--- src/rtl/mips_multicycle_controller.sv ---
// mips_multicycle_controller: Moore FSM driving the multi-cycle MIPS datapath controls from state, opcode and func.
// Define MIPS_MC_MEMWAIT_EN to stall FETCH/MEMRD/MEMWR on mem_ready, with an optional WAIT_LIMIT timeout to HALT.
module mips_multicycle_controller #(
    parameter bit ILLEGAL_HALT = 1'b1,
    parameter int WAIT_LIMIT   = 0
) (
    input  logic       clk,
    input  logic       PCinit,
    input  logic [5:0] opcode,
    input  logic [5:0] func,
    input  logic       zero,
`ifdef MIPS_MC_MEMWAIT_EN
    input  logic       mem_ready,
`endif
    output logic       PCWrite,
    output logic       PCWriteCond,
    output logic       IorD,
    output logic       MemRead,
    output logic       MemWrite,
    output logic       IRWrite,
    output logic       RegDst,
    output logic       MemtoReg,
    output logic       RegWrite,
    output logic       WrSel,
    output logic       WdSel,
    output logic       ALUSrcA,
    output logic [1:0] ALUSrcB,
    output logic [1:0] PCSource,
    output logic [2:0] ALUoperation,
    output logic [3:0] state_o,
    output logic       instr_done,
    output logic       illegal_op,
    output logic       halted
);
    typedef enum logic [3:0] {
        FETCH = 4'd0, DECODE, MEMADR, MEMRD, MEMWB, MEMWR, RTEX, RTWB,
        BEQ, IMMEX, IMMWB, JUMP, JAL, JR, HALT, UNUSED
    } state_t;

    typedef struct packed {
        logic [3:0] st;
        logic       pcwrite, pcwritecond, iord, memread, memwrite, irwrite;
        logic       regdst, memtoreg, regwrite, wrsel, wdsel, alusrca;
        logic [1:0] alusrcb, pcsource;
        logic [2:0] aluop;
        logic       done, ill, halted;
    } ctl_t;

    state_t state, state_next, target;
    ctl_t   c;
    logic   mem_ok, timeout, illegal;
    logic   unused_zero;

    // zero is consumed by the datapath's PCWriteCond gate, not here
    assign unused_zero = zero;

`ifdef MIPS_MC_MEMWAIT_EN
    logic [15:0] wait_cnt;
    logic        waiting;
    assign mem_ok  = mem_ready;
    assign waiting = (state == FETCH || state == MEMRD || state == MEMWR) && !mem_ready;
    assign timeout = (WAIT_LIMIT > 0) && waiting && wait_cnt == 16'(WAIT_LIMIT - 1);
    always_ff @(posedge clk)
        wait_cnt <= (PCinit || !waiting || state_next != state) ? '0 : wait_cnt + 16'd1;
`else
    localparam int unused_wait_limit = WAIT_LIMIT;
    assign mem_ok  = 1'b1;
    assign timeout = 1'b0;
`endif

    always_ff @(posedge clk)
        state <= PCinit ? FETCH : state_next;

    always_comb begin
        illegal = 1'b0;
        target  = FETCH;
        case (opcode)
            6'b100011, 6'b101011: target = MEMADR;
            6'b000000:
                case (func)
                    6'b100000, 6'b100010, 6'b100100, 6'b100101, 6'b101010: target = RTEX;
                    6'b001000: target = JR;
                    default:   illegal = 1'b1;
                endcase
            6'b000100:            target = BEQ;
            6'b001000, 6'b001010: target = IMMEX;
            6'b000010:            target = JUMP;
            6'b000011:            target = JAL;
            default:              illegal = 1'b1;
        endcase
        if (illegal) target = ILLEGAL_HALT ? HALT : FETCH;
        state_next = FETCH;
        case (state)
            FETCH:  state_next = timeout ? HALT : mem_ok ? DECODE : FETCH;
            DECODE: state_next = target;
            MEMADR: state_next = (opcode == 6'b100011) ? MEMRD : MEMWR;
            MEMRD:  state_next = timeout ? HALT : mem_ok ? MEMWB : MEMRD;
            MEMWR:  state_next = timeout ? HALT : mem_ok ? FETCH : MEMWR;
            RTEX:   state_next = RTWB;
            IMMEX:  state_next = IMMWB;
            HALT:   state_next = HALT;
            default: state_next = FETCH;
        endcase
    end

    always_comb begin
        c    = '0;
        c.st = state;
        case (state)
            FETCH: begin
                c.memread = 1'b1;
                c.irwrite = mem_ok;
                c.pcwrite = mem_ok;
                c.alusrcb = 2'b01;
                c.aluop   = 3'b010;
            end
            DECODE: begin
                c.alusrcb = 2'b11;
                c.aluop   = 3'b010;
                c.ill     = illegal;
            end
            MEMADR: begin
                c.alusrca = 1'b1;
                c.alusrcb = 2'b10;
                c.aluop   = 3'b010;
            end
            MEMRD: begin
                c.iord    = 1'b1;
                c.memread = 1'b1;
            end
            MEMWB: begin
                c.memtoreg = 1'b1;
                c.regwrite = 1'b1;
                c.done     = 1'b1;
            end
            MEMWR: begin
                c.iord     = 1'b1;
                c.memwrite = 1'b1;
                c.done     = mem_ok;
            end
            RTEX: begin
                c.alusrca = 1'b1;
                c.aluop   = (func == 6'b100010) ? 3'b110 : (func == 6'b100100) ? 3'b000 :
                            (func == 6'b100101) ? 3'b001 : (func == 6'b101010) ? 3'b111 : 3'b010;
            end
            RTWB: begin
                c.regdst   = 1'b1;
                c.regwrite = 1'b1;
                c.done     = 1'b1;
            end
            BEQ: begin
                c.alusrca     = 1'b1;
                c.aluop       = 3'b110;
                c.pcwritecond = 1'b1;
                c.pcsource    = 2'b01;
                c.done        = 1'b1;
            end
            IMMEX: begin
                c.alusrca = 1'b1;
                c.alusrcb = 2'b10;
                c.aluop   = (opcode == 6'b001010) ? 3'b111 : 3'b010;
            end
            IMMWB: begin
                c.regwrite = 1'b1;
                c.done     = 1'b1;
            end
            JUMP, JAL: begin
                c.pcwrite  = 1'b1;
                c.pcsource = 2'b10;
                c.done     = 1'b1;
                c.wrsel    = state == JAL;
                c.wdsel    = state == JAL;
                c.regwrite = state == JAL;
            end
            JR: begin
                c.pcwrite  = 1'b1;
                c.pcsource = 2'b11;
                c.done     = 1'b1;
            end
            HALT: c.halted = 1'b1;
            default: c.st = state;
        endcase
    end

    assign {state_o, PCWrite, PCWriteCond, IorD, MemRead, MemWrite, IRWrite, RegDst, MemtoReg,
            RegWrite, WrSel, WdSel, ALUSrcA, ALUSrcB, PCSource, ALUoperation, instr_done,
            illegal_op, halted} = PCinit ? '0 : c;
endmodule

--- config.mk ---
export PLATFORM = sky130hd
export DESIGN_NAME = mips_multicycle_controller
export DESIGN_NICKNAME = d
export VERILOG_FILES = /design/src/rtl/mips_multicycle_controller.sv
export SDC_FILE = /design/constraint.sdc
export NUM_CORES = 1
export LEC_CHECK = 0
export CAP_MARGIN = 20
export CORE_ASPECT_RATIO = 0.75
export CORE_MARGIN = 1
export CORE_UTILIZATION = 37
export DETAILED_ROUTE_END_ITERATION = 10
export HOLD_SLACK_MARGIN = 0.1
export PLACE_DENSITY = 0.83
export SETUP_SLACK_MARGIN = 0.05
export SYNTH_ARGS = -nofsm -noshare
export SYNTH_HDL_FRONTEND = slang
export SYNTH_SLANG_ARGS = --single-unit
export TNS_END_PERCENT = 50
--- constraint.sdc ---
create_clock -name clk -period 3.7 [get_ports clk]
set_input_delay 1.11 -clock clk [delete_from_list [all_inputs] [get_ports clk]]
set_output_delay 1.11 -clock clk [all_outputs]
set_load 0.02 [all_outputs]
Yosys cells after proc, flatten, opt, wreduce, memory -nomap -nowiden
Cells that the tools add are included.
{"block": "word_totals", "ff_bits": 4, "in_bits": 15, "wordCells": 74}
{"block": "classes", "eq_ne": 27, "muxes": 30, "n_reduce_logical": 16}
{"operator": "$eq 6x6->1 const B", "count": 7}
{"operator": "$eq 4x4->1 const B", "count": 7}
{"operator": "$pmux 4 s7", "count": 1}
{"operator": "$mux 26", "count": 1}
{"operator": "$pmux 4 s6", "count": 1}
{"operator": "$eq 6x4->1 const B", "count": 3}
{"operator": "$mux 3", "count": 6}
{"operator": "$eq 4x3->1 const B", "count": 4}
{"operator": "$mux 1", "count": 13}
{"operator": "$eq 6x2->1 const B", "count": 2}
{"operator": "$pmux 2 s3", "count": 2}
{"operator": "$pmux 3 s4", "count": 1}
{"operator": "$reduce_or 2->1", "count": 6}
{"operator": "$eq 4x2->1 const B", "count": 2}
{"operator": "$pmux 4 s2", "count": 1}
{"operator": "$reduce_or 4->1", "count": 2}
{"operator": "$reduce_or 8->1", "count": 1}
{"operator": "$reduce_or 7->1", "count": 1}
{"operator": "$eq 6x3->1 const B", "count": 1}
{"operator": "$logic_not 6->1", "count": 1}
{"operator": "$reduce_or 3->1", "count": 2}
{"operator": "$reduce_or 6->1", "count": 1}
{"operator": "$reduce_or 5->1", "count": 1}
{"operator": "$eq 4x1->1 const B", "count": 1}
{"operator": "other kinds (4)", "count": 5}

Longest topological paths before layout
{"block": "logic_depth", "word_depth": 7, "mapped_depth": 6}

Worst setup path after synthesis
No wires, ideal clock.
{"block": "synth_timing", "kind": "input port to output port", "start": "input port opcode[0]", "end": "output port illegal_op", "arrival_ps": 2608, "required_ps": 2590, "path_slack_ps": -18, "path_stages": 6, "cell_sequence": "buf_6 or4_1 or4_4 a31oi_4 or3_4 nor2_1"}
{"block": "synth_via", "elab_chain_cells": 5}
{"item": "from (decl)", "line": "9", "rtl": "input logic [5:0] opcode,"}
{"item": "$eq 6x6->1 (tied with other cells)", "line": "77", "rtl": "case (opcode)"}
{"item": "$reduce_or 7->1 (no source line)"}
{"item": "$pmux 1 s2 (*)", "line": "77"}
{"item": "$mux 1 (*)", "line": "109", "rtl": "case (state)"}
{"item": "$mux 26 (*)", "line": "187", "rtl": "illegal_op, halted} = PCinit ? '0 : c;"}
{"item": "to (decl)", "line": "32", "rtl": "output logic illegal_op,"}
Every way passes the cells marked *; elsewhere a longest branch is shown, timed or not.

Worst setup path after layout
Ends and elaborated chain as after synthesis.

==> qor.csv <==
stage,metric,value,unit
placement,numPortBuffers,39,
clock_tree,cts_buffers,3,
critical_path,crit_path_top_delay_cell,or4_4,
floorplanning,die_width,57.33,µm
yosys,syn_inst,138,
yosys,synthTopCellsByCount,"nor2_1 (25), nand2_1 (15), a21oi_1 (8)",
global_routing,grt_max_degree,20,
timing,rsz0062_at_grt,yes,
power,powerDensity,574.6,mW/mm²
critical_path,endpoint_kind,output pin,
power,intPower,0.0003680,W
power,p_seq_share,11.1,%
power,p_leak,0.7050,nW
critical_path,cp.arrival,2680,ps
critical_path,required,2590,ps
critical_path,cp-start-kind,input port,
hold_path,hp-class,reg2reg,
timing,setup_viol,1,
global_routing,grt_pass1_wl,5.299,mm
yosys,yosysTopAreaCellShare,11.05,%
critical_path,max_stage_delay,530,ps
layout,multi_input_area,728.2,µm²
power,p_comb_share,82.4,%
layout,top_register,state,
layout,largest_reg_flops,4,
route,dr.pass1.iters,4,
clock_tree,clock_sinks,4,
power,switchingPower,0.0004488,W
yosys,yosysUniqueCellTypes,50,
route,drcViolationCount,0,
timing,worst_slew_pin_slew,367.2,ps
power,swShare,54.95,%
route,post_drt_wl_per_cell,15.09,µm
timing,drv_slew,0,
timing,relSlewSlack,75.20,%
clock_tree,clock-root-buffer,clkbuf_4,
power,clkPwrFrac,6.5,%
floorplanning,core_region_area,0.002085,mm²
route,drt_wl_total,3.320,mm
run_status,status,"finished, violations left",
yosys,yosys_warnings,0,
clock_tree,clk_latency,230,ps
layout,final_area,0.001421,mm²
layout,syn2layout_area_growth,67.30,%
placement,hpwl,2.561,mm
global_routing,antenna_found_initial,0,
clock_tree,cts.clk_slew.worst_paths,40,ps
clock_tree,cts_tree,built,
floorplanning,fp-row-count,14,
floorplanning,io_pins,41,
run_status,violations,negative setup slack,
layout,diodes,0,
global_routing,grt_overflow,0,
clock_tree,clockBufferDepth,2,
clock_tree,cts_hold_buf,0,
timing,fin_skew,0.2886,ps
layout,seq_area,80.08,µm²
layout,fin_nets,213,
yosys,yosysMostFrequentCell,nor2_1,
yosys,synth_top_cells_by_area,"nor2_1 (11%), dfxtp_1 (9.4%), nand2_1 (6.6%)",
critical_path,crit_type,in2out,
route,vias_per_cell,5.859,
floorplanning,die_area,0.002494,mm²
clock_tree,cts_max_level,1,
timing,fin_crit,3785,ps
floorplanning,start_util,40.76,%
yosys,synth_flop_cell,dfxtp_1,
timing,hold_violations,0,
timing,fmaxAchievable,264.2,MHz
critical_path,ff2ff_setup_slack,1910,ps
route,final_antenna_net_count,0,
power,ir_drop,0.2724,mV
layout,stdcell_count,220,
yosys,synth_fp_nets,153,
layout,top_regs,state: 4 flops,
yosys,ys_seq_area_share,9.426,%
yosys,ys_ff_latch,4,
yosys,synth_top_area_cell,nor2_1,
route,drt_iter0_drc,89,
yosys,syn_area,849.6,µm²
yosys,async_reset_ff_share,0,%
global_routing,groute.usage.overall,27.17,%
yosys,avgSynthCellArea,6.156,µm²
placement,gp_congestion,0.8871,
timing,period_share,102.3,%
yosys,synth_edf_count,0,
critical_path,cp_max_fo,2,
layout,drive_gt1_share,27.55,%
floorplanning,fp.dieH,43.50,µm
placement,dpl.cell_count,216,
job,cap_viol_max_count,0,
critical_path,path_cells,buf_6 -> or4_4 -> or4_4 -> a31oi_4 -> or3_4 -> nor2_4 -> buf_6,
route,vias,1289,
global_routing,grt_pass1_vias,1222,
timing,fin_ws,-85.08,ps
layout,n_fill_cell,192,
placement,placed_cell_area,0.001410,mm²
-- per-stage QoR --
stage	setup slack, ps	utilization (%)	total power [W]	hold WS, ps	TNS, ps
finish	-85.08	68.19	0.0008167	791.4	-85.08
detailed placement	-838.1	67.65	0.0007935	772.1	-4368
global route	-110.7	68.19	0.0008717	819.3	-110.7
CTS	-155.2	67.23	0.0008029	776.8	-155.2
global placement	-807.3	67.65	0.0007759	732.6	-3874
floorplan	10.13	-	0.0005061	613.3	0
-- what timing repair did --
item / in CTS / in global routing
resized for setup: 59 / 17
setup buffers: 1 / 0
pin swaps: 4 / 4
setup endpoints to repair: 23 / 10
-- cells in the final DEF (no fill, tap or decap), types with 2 or more instances in the layout --
cell type,instances
buf_4,26
nor2_1,23
dlygate4sd2_1,20
nand2_1,15
a21oi_1,8
nor3_1,7
nand3_1,7
nand2b_1,6
inv_1,6
nor2b_1,5
buf_2,4
clkbuf_2,4
dlymetal6s2s_1,4
dfxtp_1,4
o21ai_1,3
o21ai_0,3
clkbuf_4,3
clkdlybuf4s50_1,3
buf_6,3
or3_1,2
o21ai_2,2
or4_4,2
mux2i_1,2
a31oi_1,2
-- routing by layer --
metal | GRT usage (%) | wire [µm] | share of wire [%]
met5 | 0 | 0 | 0
met2 | 48.00 | 1653 | 50
met1 | 34.12 | 1380 | 42
met4 | 12.20 | 63 | 1.9
met3 | 2.388 | 222 | 6.7
-- final cells by class --
type / count / area share [%]
Sequential cell: 4 / 5.634
Tap cell: 24 / 2.113
Multi-Input combinational cell: 117 / 51.23
Inverter: 7 / 1.849
Clock buffer: 3 / 1.585
Timing Repair Buffer: 65 / 37.59
-- path summary, 6_finish.rpt --
kind / from / to / cells after the start
setup / recovery: opcode[0] / illegal_op / 7
hold / removal: state[3] / state[3] / 3
setup reg to reg: state[0] / state[3] / 6
hold reg to reg: state[3] / state[3] / 3
-- worst max-delay path: cells and delay by family --
family,cells,cell delay [ps]
buffers and inverters,2,210
AND/OR/NAND/NOR,4,1170
AO/OA/AOI/OAI,1,180
-- power groups by stage --
| stage | sequential (W) | combinational (W) | clock [W] |
|---|---|---|---|
| after CTS | 0.0000901 | 0.000656 | 0.0000564 |
| final | 0.0000906 | 0.000673 | 0.0000533 |
| after detailed placement | 0.0000902 | 0.000703 | 0 |
| after global routing | 0.0000924 | 0.000722 | 0.0000573 |
| after global placement | 0.0000869 | 0.000689 | 0 |
| after floorplan | 0.0000849 | 0.000421 | 0 |
-- cell families after synthesis --
logic type	after synthesis	synth area share (%)
AOI/OAI and AO/OA	33	29.02
xor gates and xnor gates	2	2.062
DFF	4	9.426
muxes	2	2.357
and+or+nand+nor	80	48.16
buffers and inverters	17	8.982
Note: power is estimated with default switching activity, not from simulation.
